--- config.mk ---
export PLATFORM = sky130hd
export DESIGN_NAME = ccpd_scan_seq
export DESIGN_NICKNAME = d
export VERILOG_FILES = /design/src/rtl/ccpd_scan_seq.sv
export SDC_FILE = /design/constraint.sdc
export NUM_CORES = 1
export LEC_CHECK = 0
export CORE_MARGIN = 8
export CORE_UTILIZATION = 60
export CTS_CLUSTER_DIAMETER = 200
export DETAILED_ROUTE_END_ITERATION = 6
export DONT_BUFFER_PORTS = 1
export GPL_ROUTABILITY_DRIVEN = 0
export PLACE_DENSITY_LB_ADDON = 0.2
export SLEW_MARGIN = 20
export SYNTH_ARGS = -nofsm -noshare
export SYNTH_HDL_FRONTEND = slang
export SYNTH_SLANG_ARGS = --single-unit
--- constraint.sdc ---
create_clock -name BUS_CLK -period 3.3 [get_ports BUS_CLK]
set_input_delay 0.825 -clock BUS_CLK [delete_from_list [all_inputs] [get_ports BUS_CLK]]
set_output_delay 0.825 -clock BUS_CLK [all_outputs]
set_load 0.01 [all_outputs]
--- src/rtl/ccpd_scan_seq.sv ---
// ccpd_scan_seq: CCPD injection-scan sequencer (SPI config load, settle, N injections per step).
// Define SCAN_TIMEOUT_EN to add a watchdog on the SPI/injection done-waits (drives ERROR).
module ccpd_scan_seq #(
  parameter int STEP_WIDTH     = 16,
  parameter int INJ_WIDTH      = 8,
  parameter int SETTLE_WIDTH   = 16,
  parameter int TIMEOUT_CYCLES = 65535
) (
  input  logic                    BUS_CLK,
  input  logic                    BUS_RST,
  input  logic                    START,
  input  logic                    ABORT,
  input  logic [STEP_WIDTH-1:0]   NUM_STEPS,
  input  logic [INJ_WIDTH-1:0]    NUM_INJ,
  input  logic [SETTLE_WIDTH-1:0] SETTLE_CYCLES,
  output logic                    SPI_START,
  input  logic                    SPI_DONE,
  output logic                    INJ_START,
  input  logic                    INJ_DONE,
  input  logic                    FIFO_NEAR_FULL,
  output logic                    BUSY,
  output logic                    SCAN_DONE,
  output logic [STEP_WIDTH-1:0]   STEP,
  output logic [INJ_WIDTH-1:0]    INJ_COUNT,
  output logic                    ERROR
);

  typedef enum logic [2:0] {IDLE, LOAD, LOAD_WAIT, SETTLE, INJ, INJ_WAIT, NEXT} state_e;

  localparam logic [STEP_WIDTH-1:0]   StepOne   = 1;
  localparam logic [INJ_WIDTH-1:0]    InjOne    = 1;
  localparam logic [SETTLE_WIDTH-1:0] SettleOne = 1;

  state_e                  state_q, state_d;
  logic [STEP_WIDTH-1:0]   step_q, step_d, numSteps_q, numSteps_d;
  logic [INJ_WIDTH-1:0]    injCnt_q, injCnt_d, numInj_q, numInj_d;
  logic [SETTLE_WIDTH-1:0] settleCnt_q, settleCnt_d, settleCycles_q, settleCycles_d;
  logic                    waitFirst_q, waitFirst_d;
  logic                    scanDone_q, scanDone_d;
  logic                    doneSel;

`ifdef SCAN_TIMEOUT_EN
  localparam int TW = $clog2(TIMEOUT_CYCLES + 1);
  logic [TW-1:0] waitCnt_q, waitCnt_d;
  logic          error_q, error_d;
`else
  logic unusedTimeout;
  assign unusedTimeout = (TIMEOUT_CYCLES != 0);
`endif

  always_comb begin
    state_d        = state_q;
    step_d         = step_q;
    injCnt_d       = injCnt_q;
    settleCnt_d    = settleCnt_q;
    numSteps_d     = numSteps_q;
    numInj_d       = numInj_q;
    settleCycles_d = settleCycles_q;
    waitFirst_d    = 1'b0;
    scanDone_d     = 1'b0;
`ifdef SCAN_TIMEOUT_EN
    waitCnt_d      = '0;
    error_d        = error_q;
`endif
    doneSel = (state_q == LOAD_WAIT) ? SPI_DONE : INJ_DONE;

    case (state_q)
      IDLE: begin
        if (START) begin
          numSteps_d     = NUM_STEPS;
          numInj_d       = NUM_INJ;
          settleCycles_d = SETTLE_CYCLES;
`ifdef SCAN_TIMEOUT_EN
          error_d        = 1'b0;
`endif
          if (NUM_STEPS == '0) begin
            scanDone_d = 1'b1;
          end else begin
            state_d  = LOAD;
            step_d   = '0;
            injCnt_d = '0;
          end
        end
      end
      LOAD: begin
        state_d     = LOAD_WAIT;
        waitFirst_d = 1'b1;
      end
      // Done is a ready level that may still be high from the previous
      // transaction during the first wait cycle, so that cycle is masked.
      LOAD_WAIT, INJ_WAIT: begin
`ifdef SCAN_TIMEOUT_EN
        waitCnt_d = waitCnt_q + 1'b1;
`endif
        if (!waitFirst_q && doneSel) begin
          if (state_q == LOAD_WAIT) begin
            state_d     = SETTLE;
            settleCnt_d = settleCycles_q;
          end else begin
            state_d = (injCnt_q < numInj_q) ? INJ : NEXT;
          end
        end
`ifdef SCAN_TIMEOUT_EN
        else if (waitCnt_q == TW'(TIMEOUT_CYCLES - 1)) begin
          error_d = 1'b1;
          state_d = IDLE;
        end
`endif
      end
      SETTLE: begin
        if (settleCnt_q <= SettleOne) begin
          state_d = (injCnt_q == numInj_q) ? NEXT : INJ;
        end else begin
          settleCnt_d = settleCnt_q - SettleOne;
        end
      end
      INJ: begin
        if (!FIFO_NEAR_FULL) begin
          injCnt_d    = injCnt_q + InjOne;
          state_d     = INJ_WAIT;
          waitFirst_d = 1'b1;
        end
      end
      NEXT: begin
        if (step_q == numSteps_q - StepOne) begin
          state_d    = IDLE;
          scanDone_d = 1'b1;
        end else begin
          step_d   = step_q + StepOne;
          injCnt_d = '0;
          state_d  = LOAD;
        end
      end
      default: state_d = IDLE;
    endcase

    // Abort freezes everything except the state so the counters remain readable.
    if (ABORT) begin
      state_d        = IDLE;
      step_d         = step_q;
      injCnt_d       = injCnt_q;
      settleCnt_d    = settleCnt_q;
      numSteps_d     = numSteps_q;
      numInj_d       = numInj_q;
      settleCycles_d = settleCycles_q;
      waitFirst_d    = 1'b0;
      scanDone_d     = 1'b0;
`ifdef SCAN_TIMEOUT_EN
      waitCnt_d      = '0;
      error_d        = error_q;
`endif
    end
  end

  always_ff @(posedge BUS_CLK or negedge BUS_RST) begin
    if (!BUS_RST) begin
      state_q        <= IDLE;
      step_q         <= '0;
      injCnt_q       <= '0;
      settleCnt_q    <= '0;
      numSteps_q     <= '0;
      numInj_q       <= '0;
      settleCycles_q <= '0;
      waitFirst_q    <= 1'b0;
      scanDone_q     <= 1'b0;
`ifdef SCAN_TIMEOUT_EN
      waitCnt_q      <= '0;
      error_q        <= 1'b0;
`endif
    end else begin
      state_q        <= state_d;
      step_q         <= step_d;
      injCnt_q       <= injCnt_d;
      settleCnt_q    <= settleCnt_d;
      numSteps_q     <= numSteps_d;
      numInj_q       <= numInj_d;
      settleCycles_q <= settleCycles_d;
      waitFirst_q    <= waitFirst_d;
      scanDone_q     <= scanDone_d;
`ifdef SCAN_TIMEOUT_EN
      waitCnt_q      <= waitCnt_d;
      error_q        <= error_d;
`endif
    end
  end

  assign SPI_START = (state_q == LOAD);
  assign INJ_START = (state_q == INJ) && !FIFO_NEAR_FULL;
  assign BUSY      = (state_q != IDLE);
  assign SCAN_DONE = scanDone_q;
  assign STEP      = step_q;
  assign INJ_COUNT = injCnt_q;
`ifdef SCAN_TIMEOUT_EN
  assign ERROR     = error_q;
`else
  assign ERROR     = 1'b0;
`endif

endmodule

==> impl_metrics.py <==
metrics = {
    "cts": {
        "insertion_delay_ns": 0.35,
        "clk_pin_slew_worst_paths_ns": 0.09,
        "cts-htree-levels": 3,
        "clkSinkCount": 85,
        "ctsHoldBuffers": 0,
        "cts_buffers": 9,
        "cts_tree": "done",
        "cts_max_path_buffers": 2,
        "clockRootBuffer": "clkbuf_8",
        "post_cts_buffers": 0,
    },
    "power": {
        "p_seq_share_pct": 44.3,
        "peakVddDrop_uv": 445,
        "p_switching_mw": 1.51,
        "p_comb_share_pct": 34.8,
        "swShare_pct": 37.6,
        "p_per_area_nw_per_um2": 762,
        "clkPwrFrac_pct": 20.9,
        "leakage_nw": 2.15,
        "power.internal_mw": 2.50,
    },
    "grt": {
        "grt_max_degree": 86,
        "grt_util_met3_pct": 5.46,
        "grt_pass1_wl_um": 19200,
        "overflow": 0,
        "top_usage_layer": "met2",
        "grt_use_met1_pct": 26.2,
        "first_global_vias": 3841,
        "use_met2_pct": 32.7,
        "antenna_found_initial": 0,
        "grt_use_total_pct": 20.4,
    },
    "setup_path": {
        "cp_num_buf_inv": 1,
        "crit_path_start_kind": "register",
        "slowest_stage": "or4_1",
        "critPathKind": "register to register",
        "crit_path_max_fanout": 9,
        "path_cells": "or4_1 -> nor4b_4 -> mux2_1 -> mux2i_1 -> o21ai_2 -> nand4_1 -> buf_4 -> nand2_2 -> o31ai_1",
        "crit_path_end_kind": "register",
        "crit_path_max_incr_delay_ns": 0.71,
        "crit_required_ns": 3.56,
        "cpLargestDelayFamily": "simple AND/OR/NAND/NOR gates",
        "cp.arrival_ns": 3.21,
    },
    "sta": {
        "worst_pin_slew_ns": 0.785,
        "setup_viol": 0,
        "max_freq_ghz": 0.339,
        "tns_ns": 0,
        "slew-limit-headroom_pct": 47.7,
        "rsz0062_at_grt": "no",
        "finalHoldViolations": 0,
        "skew_ns": 0.00992,
        "post-route-period-util_pct": 89.5,
        "period_needed_ns": 2.95,
        "report.final.slew_viol_count": 0,
    },
    "routing": {
        "viasPerCell": 6.27,
        "vias": 4032,
        "drt_first_pass_iters": 4,
        "totalWireLength_um": 11500,
        "drt_iter0_drc": 238,
        "ant_nets": 0,
        "post-route-drc-count": 0,
        "wl_per_cell_um": 18.0,
    },
    "yosys": {
        "synth-edff-count": 0,
        "synthArstFlopShare_pct": 100,
        "synth-warning-count": 0,
        "syn-mean-instance-area_um2": 9.10,
        "syn_nets": 604,
        "yosysTopAreaCell": "dfrtp_1",
        "ys.flop_type": "dfrtp_1",
        "syn_inst": 544,
        "synth_top_area_share_pct": 43.0,
        "synthTopCellsByArea": "dfrtp_1 (43%), mux2_2 (6.8%), o21ai_0 (4.7%), a21oi_1 (3.6%), nor2_1 (3.6%)",
        "synth.ff_latch_count": 85,
        "synth_cell_types": 54,
        "synth-seq-area-share_pct": 43.0,
        "syn_area_um2": 4950,
    },
    "layout": {
        "design_area_um2": 5250,
        "fillCellCount": 715,
        "insertedDiodeCount": 0,
        "fin_nets": 593,
        "drive_gt1_share_pct": 12.5,
        "syn_to_final_growth_pct": 6.17,
    },
    "outcome": {
        "status": "complete, no violations",
    },
    "die": {
        "die_h_um": 107,
        "ios": 76,
        "rows": 33,
        "start_util_pct": 61.1,
        "die_x_um": 107,
        "die-area_um2": 11400,
        "core_um2": 8090,
    },
    "placed_design": {
        "placed_cell_area_um2": 5020,
        "place_hpwl_um": 8440,
        "io_buffers": 0,
    },
    "worst_hold_path": {
        "min_path_type": "input port to asynchronous set/reset pin",
    },
    "job": {
        "drv_cap": 0,
    },
}
-- final cells by class --
cell class	count	area [um^2]	share of cell area (%)
Clock buffer	10	138	2.62
Clock inverter	6	93.8	1.79
Inverter	20	75.1	1.43
Multi-Input combinational cell	412	2640	50.2
Sequential cell	85	2130	40.5
Tap cell	105	131	2.50
Timing Repair Buffer	5	50.0	0.953
-- cell usage after synthesis, types with 13 or more instances --
cell and instances:
clkbuf_1 22, inv_1 20, nand3_1 27, o31ai_1 22, nor3_1 15, o21ai_0 46, nor2_1 48, a21oi_1 36
mux2_2 30, nand2_1 44, ha_1 13, dfrtp_1 85
-- routing by layer --
| metal | share of wire (%) | wire [um] |
|---|---|---|
| met1 | 43 | 4990 |
| met2 | 49 | 5610 |
| met3 | 6.6 | 760 |
| met4 | 1.6 | 185 |
| met5 | 0 | 0 |
-- registers in the layout, summed over array words and instances (netlist names) --
register and cells:
STEP 16, settleCycles_q 16, state_q 3, SCAN_DONE 1, numSteps_q 16, settleCnt_q 16
INJ_COUNT 8, numInj_q 8, waitFirst_q 1
-- logic make-up after synthesis --
logic type | after synthesis | share of synthesized area (%)
flip-flops | 85 | 43.0
buffers and inverters | 47 | 3.92
multiplexers | 34 | 7.86
AND/OR/NAND/NOR | 202 | 20.8
other | 1 | 0.0758
adder cells (fa/ha/maj) | 13 | 3.29
XOR/XNOR | 20 | 3.54
AO/OA/AOI/OAI | 142 | 17.5
-- through the flow --
step | std cells | hold slack (ns) | setup WS, ns | util, % | power [mW]
final | 643 | 0.160 | 0.346 | 64.9 | 4.01
after global routing | 643 | 0.149 | 0.114 | 64.9 | 4.29
after CTS | 643 | 0.150 | 0.255 | 64.9 | 4.00
after detailed placement | 627 | 0.491 | 0.275 | 62.0 | 3.16
after global placement | 627 | 0.479 | 0.384 | 62.0 | 3.08
after floorplan | 544 | 0.463 | 0.553 | - | 2.83
-- cells in the final DEF, fill, tap and decap left out, types with 8 or more instances in the layout --
cell      Yosys  routed
a21oi_1      36      36
and3_1       11      11
clkbuf_8      0      10
dfrtp_1      85      85
ha_1         13      13
inv_1        20      20
mux2_2       30      30
nand2_1      44      44
nand2b_1     10      10
nand3_1      27      27
nand4_1       8       8
nor2_1       48      47
nor3_1       15      15
nor4_1        8       8
o21ai_0      46      46
o31ai_1      22      22
xnor2_1      12      12
xor2_1        8       8
-- worst reg2reg max path, delay by kind of cell (launching register included) --
family	cells	cell delay, ns
buffers and inverters	1	0.20
muxes	2	0.53
DFF	1	0.43
and+or+nand+nor	4	1.36
AOI/OAI and AO/OA	2	0.34
-- path summary, 6_finish.rpt --
check	start	end	slack, ns	cells past startpoint
max reg2reg	numSteps_q[0]$_DFFE_PN0P_	STEP[3]$_DFFE_PN0P_	0.35	9
min	BUS_RST	numInj_q[7]$_DFFE_PN0P_	0.16	0
max	numSteps_q[0]$_DFFE_PN0P_	STEP[3]$_DFFE_PN0P_	0.35	9
max in group asynchronous	BUS_RST	numSteps_q[2]$_DFFE_PN0P_	2.96	0
min in group BUS_CLK	settleCycles_q[9]$_DFFE_PN0P_	settleCycles_q[9]$_DFFE_PN0P_	0.51	1
min reg2reg	settleCycles_q[9]$_DFFE_PN0P_	settleCycles_q[9]$_DFFE_PN0P_	0.51	1
-- power groups by stage --
stage | Sequential [mW] | Clock (mW) | Combinational [mW]
finish | 1.77 | 0.838 | 1.39
global route | 1.83 | 0.890 | 1.57
CTS | 1.76 | 0.848 | 1.39
detailed placement | 1.78 | 0 | 1.38
global placement | 1.76 | 0 | 1.33
floorplan | 1.66 | 0 | 1.18
-- repair_timing --
| item | CTS | global route |
|---|---|---|
| resized for setup | 0 | 1 |
| hold endpoints to repair | 0 | 0 |
| endpoints found under the setup margin | 0 | 1 |
Power figures use the tool's default switching activity.
